==> src/rtl/pc_fetch_if.sv <==
// Fetch PC controller bus: hazard-unit/decode controls in, fetch address and status out.
interface pc_fetch_if #(
    parameter int unsigned PC_W = 32
);
    logic            stall_i;
    logic            redirect_i;
    logic [PC_W-1:0] target_i;
    logic            fetch_ready_i;
    logic [PC_W-1:0] pc_o;
    logic            fetch_valid_o;
    logic            flush_o;
    logic            busy_o;

    // Hazard unit / decode side
    modport master (
        output stall_i, redirect_i, target_i, fetch_ready_i,
        input  pc_o, fetch_valid_o, flush_o, busy_o
    );

    // Fetch controller side
    modport slave (
        input  stall_i, redirect_i, target_i, fetch_ready_i,
        output pc_o, fetch_valid_o, flush_o, busy_o
    );
endinterface

==> src/rtl/pc_fetch_ctrl.sv <==
// Fetch-side PC controller: advances on accepted fetches, loads a branch target on a
// redirect edge, flushes fetch/decode and drains for BUBBLE_CYCLES before resuming.
// Optional macro PC_FETCH_REDIRECT_CNT_EN adds a saturating 16-bit redirect counter.
module pc_fetch_ctrl #(
    parameter int unsigned   PC_W          = 32,
    parameter int unsigned   PC_STEP       = 4,
    parameter logic [PC_W-1:0] RESET_PC    = '0,
    parameter int unsigned   BUBBLE_CYCLES = 3
) (
    input  logic          clk,
    input  logic          reset,
`ifdef PC_FETCH_REDIRECT_CNT_EN
    output logic [15:0]   redirect_cnt_o,
`endif
    pc_fetch_if.slave     bus
);
    localparam int unsigned CNT_W = 4;

    typedef enum logic {
        RUN   = 1'b0,
        DRAIN = 1'b1
    } state_t;

    state_t            r_state;
    state_t            w_state_nxt;
    logic [CNT_W-1:0]  r_cnt;
    logic [CNT_W-1:0]  w_cnt_nxt;
    logic [PC_W-1:0]   r_pc;
    logic [PC_W-1:0]   w_pc_nxt;
    logic              r_flush;
    logic              w_flush_nxt;
    logic              r_redirect_q;
    logic              w_redir_edge;
    logic              w_fetch_valid;

    assign w_redir_edge  = bus.redirect_i & ~r_redirect_q;
    // Combinational so a stall gates the fetch in the same cycle
    assign w_fetch_valid = (r_state == RUN) & ~bus.stall_i & ~reset;

    // State, PC, bubble counter, flush pulse and redirect history registers
    always_ff @(posedge clk or posedge reset) begin
        if (reset) begin
            r_state      <= RUN;
            r_cnt        <= '0;
            r_pc         <= RESET_PC;
            r_flush      <= 1'b0;
            r_redirect_q <= 1'b0;
        end else begin
            r_state      <= w_state_nxt;
            r_cnt        <= w_cnt_nxt;
            r_pc         <= w_pc_nxt;
            r_flush      <= w_flush_nxt;
            r_redirect_q <= bus.redirect_i;
        end
    end

    // Next-state: redirect edge beats the fetch handshake; drain counts regardless of stall
    always_comb begin
        w_state_nxt = r_state;
        w_cnt_nxt   = r_cnt;
        w_pc_nxt    = r_pc;
        w_flush_nxt = 1'b0;
        if (w_redir_edge) begin
            w_state_nxt = DRAIN;
            w_cnt_nxt   = CNT_W'(BUBBLE_CYCLES - 1);
            w_pc_nxt    = bus.target_i;
            w_flush_nxt = 1'b1;
        end else begin
            case (r_state)
                RUN: begin
                    if (w_fetch_valid && bus.fetch_ready_i) begin
                        w_pc_nxt = r_pc + PC_W'(PC_STEP);
                    end
                end
                DRAIN: begin
                    if (r_cnt == '0) begin
                        w_state_nxt = RUN;
                    end else begin
                        w_cnt_nxt = r_cnt - CNT_W'(1);
                    end
                end
                default: begin
                    w_state_nxt = RUN;
                end
            endcase
        end
    end

    assign bus.pc_o          = r_pc;
    assign bus.fetch_valid_o = w_fetch_valid;
    assign bus.flush_o       = r_flush;
    assign bus.busy_o        = (r_state == DRAIN);

`ifdef PC_FETCH_REDIRECT_CNT_EN
    logic [15:0] r_redirect_cnt;

    // Saturating count of redirect edges
    always_ff @(posedge clk or posedge reset) begin
        if (reset) begin
            r_redirect_cnt <= '0;
        end else if (w_redir_edge && (r_redirect_cnt != 16'hFFFF)) begin
            r_redirect_cnt <= r_redirect_cnt + 16'd1;
        end
    end

    assign redirect_cnt_o = r_redirect_cnt;
`endif
endmodule

==> src/flat_wrapper.sv <==
// flat-port wrapper written by rule: the top's interface ports become plain ports
module pc_fetch_ctrl_flat 
#(
    parameter int unsigned   PC_W          = 32,
    parameter int unsigned   PC_STEP       = 4,
    parameter logic [PC_W-1:0] RESET_PC    = '0,
    parameter int unsigned   BUBBLE_CYCLES = 3
)
  (clk, reset, bus_stall_i, bus_redirect_i, bus_target_i, bus_fetch_ready_i, bus_pc_o, bus_fetch_valid_o, bus_flush_o, bus_busy_o);
  pc_fetch_if #(.PC_W(PC_W)) bus_i ();
  input  logic clk;
  input  logic reset;
  input wire logic [$bits(bus_i.stall_i)-1:0] bus_stall_i;
  input wire logic [$bits(bus_i.redirect_i)-1:0] bus_redirect_i;
  input wire logic [$bits(bus_i.target_i)-1:0] bus_target_i;
  input wire logic [$bits(bus_i.fetch_ready_i)-1:0] bus_fetch_ready_i;
  output wire logic [$bits(bus_i.pc_o)-1:0] bus_pc_o;
  output wire logic [$bits(bus_i.fetch_valid_o)-1:0] bus_fetch_valid_o;
  output wire logic [$bits(bus_i.flush_o)-1:0] bus_flush_o;
  output wire logic [$bits(bus_i.busy_o)-1:0] bus_busy_o;
  assign bus_i.stall_i = bus_stall_i;
  assign bus_i.redirect_i = bus_redirect_i;
  assign bus_i.target_i = bus_target_i;
  assign bus_i.fetch_ready_i = bus_fetch_ready_i;
  assign bus_pc_o = bus_i.pc_o;
  assign bus_fetch_valid_o = bus_i.fetch_valid_o;
  assign bus_flush_o = bus_i.flush_o;
  assign bus_busy_o = bus_i.busy_o;
  pc_fetch_ctrl #(.PC_W(PC_W), .PC_STEP(PC_STEP), .RESET_PC(RESET_PC), .BUBBLE_CYCLES(BUBBLE_CYCLES)) u_core (.clk(clk), .reset(reset), .bus(bus_i));
endmodule
==> config.mk <==
export PLATFORM = sky130hd
export DESIGN_NAME = pc_fetch_ctrl_flat
export DESIGN_NICKNAME = d
export VERILOG_FILES = /design/src/rtl/pc_fetch_if.sv /design/src/rtl/pc_fetch_ctrl.sv /design/src/flat_wrapper.sv
export SDC_FILE = /design/constraint.sdc
export NUM_CORES = 1
export LEC_CHECK = 0
export CAP_MARGIN = 20
export CELL_PAD_IN_SITES_DETAIL_PLACEMENT = 1
export CELL_PAD_IN_SITES_GLOBAL_PLACEMENT = 1
export CORE_MARGIN = 10
export CORE_UTILIZATION = 36
export CTS_CLUSTER_DIAMETER = 40
export DETAILED_ROUTE_END_ITERATION = 8
export PLACE_DENSITY = 0.9
export SYNTH_ARGS = -nofsm -noshare
export SYNTH_HDL_FRONTEND = slang
export SYNTH_SLANG_ARGS = --single-unit
export TNS_END_PERCENT = 10
==> constraint.sdc <==
create_clock -name clk -period 4.1 [get_ports clk]
set_input_delay 0.615 -clock clk [delete_from_list [all_inputs] [get_ports clk]]
set_output_delay 0.615 -clock clk [all_outputs]
set_load 0.05 [all_outputs]
==> results of run 1 <==
[worst max path at each step]
stage	to	slack (ns)	cells after the start
after floorplan	bus_fetch_valid_o	1.73	1
after global placement	u_core.bus.pc_o[30]$_DFFE_PP0P_	1.13	6
after detailed placement	u_core.bus.pc_o[28]$_DFFE_PP0P_	1.06	6
after CTS	bus_fetch_valid_o	1.37	3
after global routing	u_core.bus.pc_o[20]$_DFFE_PP0P_	1.22	6
final	u_core.bus.pc_o[28]$_DFFE_PP0P_	1.37	6
[worst max-delay path: cells and delay by family]
kind / cells / cell delay (ns)
AOI/OAI and AO/OA: 1 / 0.15
xor gates and xnor gates: 1 / 0.19
buffers and inverters: 1 / 0.46
and+or+nand+nor: 3 / 1.53
[area by class of cell]
| class | instances | area [sq um] |
|---|---|---|
| inverters | 9 | 33.8 |
| clock buffers | 8 | 100 |
| well taps | 72 | 90.1 |
| multi-input cells | 174 | 1060 |
| fillers | 661 | 2620 |
| flip-flops and latches | 39 | 976 |
| repair buffers | 74 | 733 |
[state kept, by name, summed over array words and instances, names as in the netlist]
register	flops
u_core.bus.pc_o	32
u_core.r_cnt	4
u_core.bus.busy_o	1
u_core.bus.flush_o	1
u_core.r_redirect_q	1
[metal layers]
layer,GRT usage,vias to the layer above
met5,0,-
met4,0.0327,0
met3,0.0463,6
met2,0.253,57
met1,0.181,966
li1,-,940
[layout by cell type (no fill, tap or decap), drive strengths merged, types with 4 or more instances in the layout]
master,synthesis,layout
xnor2,12,12
and3,4,4
xor2,20,20
clkbuf,7,8
nor3,5,5
a21oi,6,6
nand4,16,16
nand3,10,10
nor2,15,15
nor4,6,6
nand2,42,42
o21ai,23,23
clkdlybuf4s50,0,71
inv,9,9
dfrtp,39,39
[cell families after synthesis]
group | count (synthesis) | synth area share
fa+ha+maj | 3 | 0.0178
xor+xnor | 32 | 0.133
compound gates | 32 | 0.0789
buf+inv | 18 | 0.0362
flops | 39 | 0.463
simple gates | 107 | 0.271
[per-stage QoR]
| stage | worst slack, ns | hold WS [ns] | instance area, sq um | util |
|---|---|---|---|---|
| floorplan | 1.73 | 0.502 | 2110 | - |
| global placement | 1.13 | 0.458 | 2890 | 0.515 |
| detailed placement | 1.06 | 0.472 | 2890 | 0.515 |
| CTS | 1.37 | 0.489 | 2990 | 0.533 |
| global route | 1.22 | 0.536 | 2990 | 0.533 |
| finish | 1.37 | 0.479 | 2990 | 0.533 |
[power by group through the flow]
| stage | Sequential (mW) | Combinational [mW] | Clock, mW |
|---|---|---|---|
| after floorplan | 0.687 | 0.167 | 0 |
| after global placement | 0.535 | 0.499 | 0 |
| after detailed placement | 0.539 | 0.517 | 0 |
| after CTS | 0.534 | 0.526 | 0.295 |
| after global routing | 0.548 | 0.561 | 0.312 |
| final | 0.534 | 0.516 | 0.286 |
==> results_dict.tcl, run 1 <==
set metrics [dict create \
    status "completed" \
    hp-class "reg -> reg" \
    finalCritPeriodShare 0.665 \
    clockPowerShare 0.214 \
    hold_depth 2 \
    rr_startpoint "u_core.bus.busy_o$_DFF_PP0_" \
    layout-drive-gt1-share 0.0592 \
    rsz0062_at_grt "no" \
    die_h_um 96.5 \
    powerDensity_nw_per_um2 447 \
    dr.pass1.iters 4 \
    internal-power_mw 0.799 \
    start_util 0.376 \
    hold_viol_final 0 \
    comb_power_share 0.386 \
    rr_endpoint "u_core.bus.pc_o[28]$_DFFE_PP0P_" \
    vias 1969 \
    hold_end "u_core.bus.pc_o[0]$_DFFE_PP0P_" \
    yosysMostFrequentCell "nand2_1" \
    first_iter_violations 73 \
    met1Wirelength_um 2770 \
    total_power_mw 1.34 \
    cp.required_ns 4.31 \
    power_switching_share 0.402 \
    ir_worst_vdd_uv 225 \
    drtAntennaViolNets 0 \
    worst_skew_pair.late_latency_ns 0.29 \
    power_switching_mw 0.537 \
    cts.sinks 39 \
    crit_arrival_ns 2.94 \
    cp-end-kind "register" \
    grt_start_max_net_pins 53 \
    ys_async_sr_fraction 1.00 \
    hpwl_um 5030 \
    slowest_stage "or4b_1" \
    grt.overflow.total 0 \
    cts_hold_buf 0 \
    ys_warn_count 0 \
    post_drt_wl_per_cell_um 17.6 \
    io_buffers 71 \
    syn2layout_area_growth_pct 41.8 \
    highest_layer "met4" \
    clk_pin_slew_worst_paths_ns 0.07 \
    dp_cells 368 \
    syn_nets 271 \
    p_leak_nw 1.18 \
    wl_um 6620 \
    cts_root_buf "clkbuf_8" \
    critPathLaunch "bus_stall_i" \
    clk_path_buf_depth 2 \
    ys_types 32 \
    placeableCoreArea_sq_um 5610 \
    finalMaxSlewViolations 0 \
    cts_max_level 2 \
    synth_edf_count 0 \
    cap_violations 0 \
    grt_pass1_vias 2194 \
    syn_inst 231 \
    cp_cell_sequence "clkdlybuf4s50_1 > or4b_1 > nor4_4 > nand4_1 > xor2_1 > a21oi_1" \
    synth_top_area_frac 0.463 \
    crit_fanout 11 \
    grt_util_all_layers 0.149 \
    critPathLaunchType "primary input" \
    cts_tree "yes" \
    grt_pass1_wl_um 11000 \
    fmax_mhz 367 \
    io_pins 72 \
    netlist_top_cells_count "nand2_1 (42), dfrtp_1 (39), xor2_1 (20), nand4_1 (16), nor2_1 (15)" \
    dieWidth_um 96.5 \
    avgSynthCellArea_sq_um 9.13 \
    grt_antenna_before_repair 0 \
    ys_seq_area_frac 0.463 \
    drc 0 \
    setup_viol 0 \
    fin_skew_ns 0.00881 \
    post_cts_buffers 0 \
    tns_ns 0 \
    max_stage_delay_ns 0.68 \
    rrSetupSlack_ns 1.71 \
    fin_nets 343 \
    numCtsBuffers 5 \
    syn_area_sq_um 2110 \
    period_needed_ns 2.73 \
    synthTopCellsByArea "dfrtp_1 (46%), xor2_1 (8.3%), nand2_1 (7.5%)" \
    fin_cells 376 \
    gp_congestion 0.818 \
    min_from "u_core.bus.pc_o[0]$_DFFE_PP0P_" \
    slew-limit-headroom 0.465 \
    via_per_inst 5.24 \
    met3WireLength_um 518 \
    synth_top_cell_by_area "dfrtp_1" \
    reg2regPathDepth 5 \
    worst-slew-pin-transition_ns 0.796 \
    sequentialPowerShare 0.400 \
    ys.flop_type "dfrtp_1" \
    insertedDiodeCount 0 \
    dieArea_sq_um 9320 \
    ys_ff_latch 39 \
    ctsResizeCount 0 \
    crit_type "in -> reg" \
    wl_met2_um 3270 \
    fp-row-count 27 \
]
Note: power is estimated with default switching activity, not from simulation.
==> run 2: changes to the inputs <==
- CORE_UTILIZATION: 36 -> 33
- PLACE_DENSITY: 0.9 -> 0.84
- clock period: 4.1 -> 2.71 ns (I/O delays scaled with it)
==> run 2 against run 1 <==
Effect of this change:
- combinational power grew 52%
- design area grew 2.4%
- clock skew shrank 0.0019 ns
- non-clock buffer count grew 5
- die area grew 7.2%
- sequential share of layout area shrank 0.76 points
- critical path depth grew 1
- via count shrank 0.20%
==> results_dict.tcl, run 2 (synthesis gave the netlist of run 1 again) <==
set metrics [dict create \
    reg2regPathDepth 6 \
    cts_hold_buf 0 \
    cp.required_ns 2.94 \
    cts_tree "yes" \
    dieArea_sq_um 9990 \
    finalMaxSlewViolations 0 \
    internal-power_mw 1.28 \
    regArea_sq_um 976 \
    largest_reg_flops 32 \
    clk_path_buf_depth 2 \
    min_from "u_core.bus.pc_o[0]$_DFFE_PP0P_" \
    io_buffers 71 \
    start_util 0.336 \
    cp_cell_sequence "clkdlybuf4s50_1 > or4b_1 > buf_4 > nor4_2 > nand4_1 > xor2_1 > a21oi_1" \
    gp_congestion 0.807 \
    multi_input_area_sq_um 1060 \
    grt_util_all_layers 0.138 \
    rrSetupSlack_ns 0.40 \
    clockPowerShare 0.244 \
    grt_pass1_wl_um 11300 \
    hpwl_um 5160 \
    crit_arrival_ns 2.64 \
    finalCritPeriodShare 0.890 \
    placeableCoreArea_sq_um 6280 \
    grt_pass1_vias 2197 \
    cap_violations 0 \
    hold_depth 2 \
    dpl_cell_area_sq_um 2940 \
    worst_skew_pair.late_latency_ns 0.30 \
    ctsResizeCount 0 \
    clk_pin_slew_worst_paths_ns 0.08 \
    rr_startpoint "u_core.bus.busy_o$_DFF_PP0_" \
    post_cts_buffers 0 \
    io_pins 72 \
    layout_common_cells "clkdlybuf4s50_1 (70), nand2_1 (42), dfrtp_1 (39)" \
    fin_skew_ns 0.00695 \
    wl_um 6720 \
    rr_endpoint "u_core.bus.pc_o[25]$_DFFE_PP0P_" \
    crit_family "simple AND/OR/NAND/NOR gates" \
    grt_use_met2 0.237 \
    cts_max_level 2 \
    syn2layout_area_growth_pct 45.2 \
    vias 1965 \
    insertedDiodeCount 0 \
    fin_nets 348 \
    p_leak_nw 1.22 \
    via_per_inst 5.09 \
    critPathLaunchType "primary input" \
    whs_ns 0.483 \
    cts_root_buf "clkbuf_8" \
    critPathLaunch "bus_stall_i" \
    dieWidth_um 99.9 \
    crit_buf_inv 2 \
    slowest_stage "or4b_1" \
    cp-end-kind "register" \
    fmax_mhz 415 \
    grt.overflow.total 0 \
    drc 0 \
    powerDensity_nw_per_um2 689 \
    power_switching_mw 0.828 \
    power_switching_share 0.393 \
    grt_antenna_before_repair 0 \
    grt_use_met1 0.156 \
    layout-drive-gt1-share 0.0809 \
    drtAntennaViolNets 0 \
    dr.pass1.iters 4 \
    crit_fanout 5 \
    ir_worst_vdd_uv 296 \
    period_needed_ns 2.41 \
    comb_power_share 0.373 \
    max_stage_delay_ns 0.61 \
    hold_viol_final 0 \
    cts.sinks 39 \
    post_drt_wl_per_cell_um 17.4 \
    die_h_um 99.9 \
    status "completed" \
    numCtsBuffers 5 \
    hold_end "u_core.bus.pc_o[0]$_DFFE_PP0P_" \
    final_cell_area_sq_um 3060 \
    sequentialPowerShare 0.383 \
    hp-class "reg -> reg" \
    crit_type "in -> reg" \
    top_usage_layer "met2" \
    setup_viol 0 \
    slew-limit-headroom 0.475 \
    first_iter_violations 38 \
    num-fill-cells 734 \
    mostFrequentLayoutCell "clkdlybuf4s50_1" \
    rsz0062_at_grt "no" \
    grt_start_max_net_pins 40 \
    met3_usage 0.0515 \
    fp-row-count 29 \
    worst-slew-pin-transition_ns 0.781 \
]
[run 2: cell types whose count changed in the layout (fill, tap and decap cells not counted), sizes merged]
cell / previous run / this run
buf: 3 / 9
bufinv: 0 / 1
clkbuf: 8 / 6
clkdlybuf4s50: 71 / 70
clkinv: 0 / 1
[run 2: how the worst max path moves through the flow]
stage | end | slack, ns | cells after the start
floorplan | u_core.bus.pc_o[28]$_DFFE_PP0P_ | 0.47 | 7
global placement | u_core.bus.pc_o[25]$_DFFE_PP0P_ | 0.02 | 7
detailed placement | u_core.bus.pc_o[25]$_DFFE_PP0P_ | -0.03 | 7
CTS | u_core.bus.pc_o[25]$_DFFE_PP0P_ | 0.28 | 7
global route | u_core.bus.pc_o[26]$_DFFE_PP0P_ | 0.18 | 7
finish | u_core.bus.pc_o[25]$_DFFE_PP0P_ | 0.30 | 7
[run 2: area by class of cell]
cell class | instances | area share
clock inverters | 2 | 0.0114
inverters | 9 | 0.0110
well taps | 77 | 0.0315
repair buffers | 79 | 0.255
clock buffers | 6 | 0.0270
flip-flops and latches | 39 | 0.319
multi-input cells | 174 | 0.345
[run 2: metrics by stage]
step	setup WS (ns)	std cells	setup TNS, ns	power (mW)	util
after floorplan	0.467	231	0	1.29	-
after global placement	0.0223	378	0	1.57	0.469
after detailed placement	-0.0268	378	-0.0268	1.61	0.469
after CTS	0.277	386	0	2.13	0.488
after global routing	0.183	386	0	2.22	0.488
final	0.299	386	0	2.11	0.488
[run 2: power by group through the flow]
stage / Clock [mW] / Combinational, mW / Sequential (mW)
2_1_floorplan: 0 / 0.253 / 1.04
3_3_place_gp: 0 / 0.763 / 0.811
3_5_place_dp: 0 / 0.791 / 0.818
4_1_cts: 0.525 / 0.800 / 0.809
5_1_grt: 0.548 / 0.847 / 0.827
6_report: 0.514 / 0.785 / 0.808
[run 2: metal layers]
| metal | vias up | part of all wire |
|---|---|---|
| met5 | - | 0 |
| met4 | 0 | 0.011 |
| met3 | 8 | 0.070 |
| met2 | 48 | 0.50 |
| met1 | 962 | 0.42 |
| li1 | 947 | - |
[run 2: worst reg2reg max path, delay by kind of cell, from the launching register on]
family / cells / cell delay [ns]
AO/OA/AOI/OAI: 1 / 0.14
XOR/XNOR: 1 / 0.19
buffers and inverters: 1 / 0.20
flip-flops: 1 / 0.44
AND/OR/NAND/NOR: 3 / 1.27
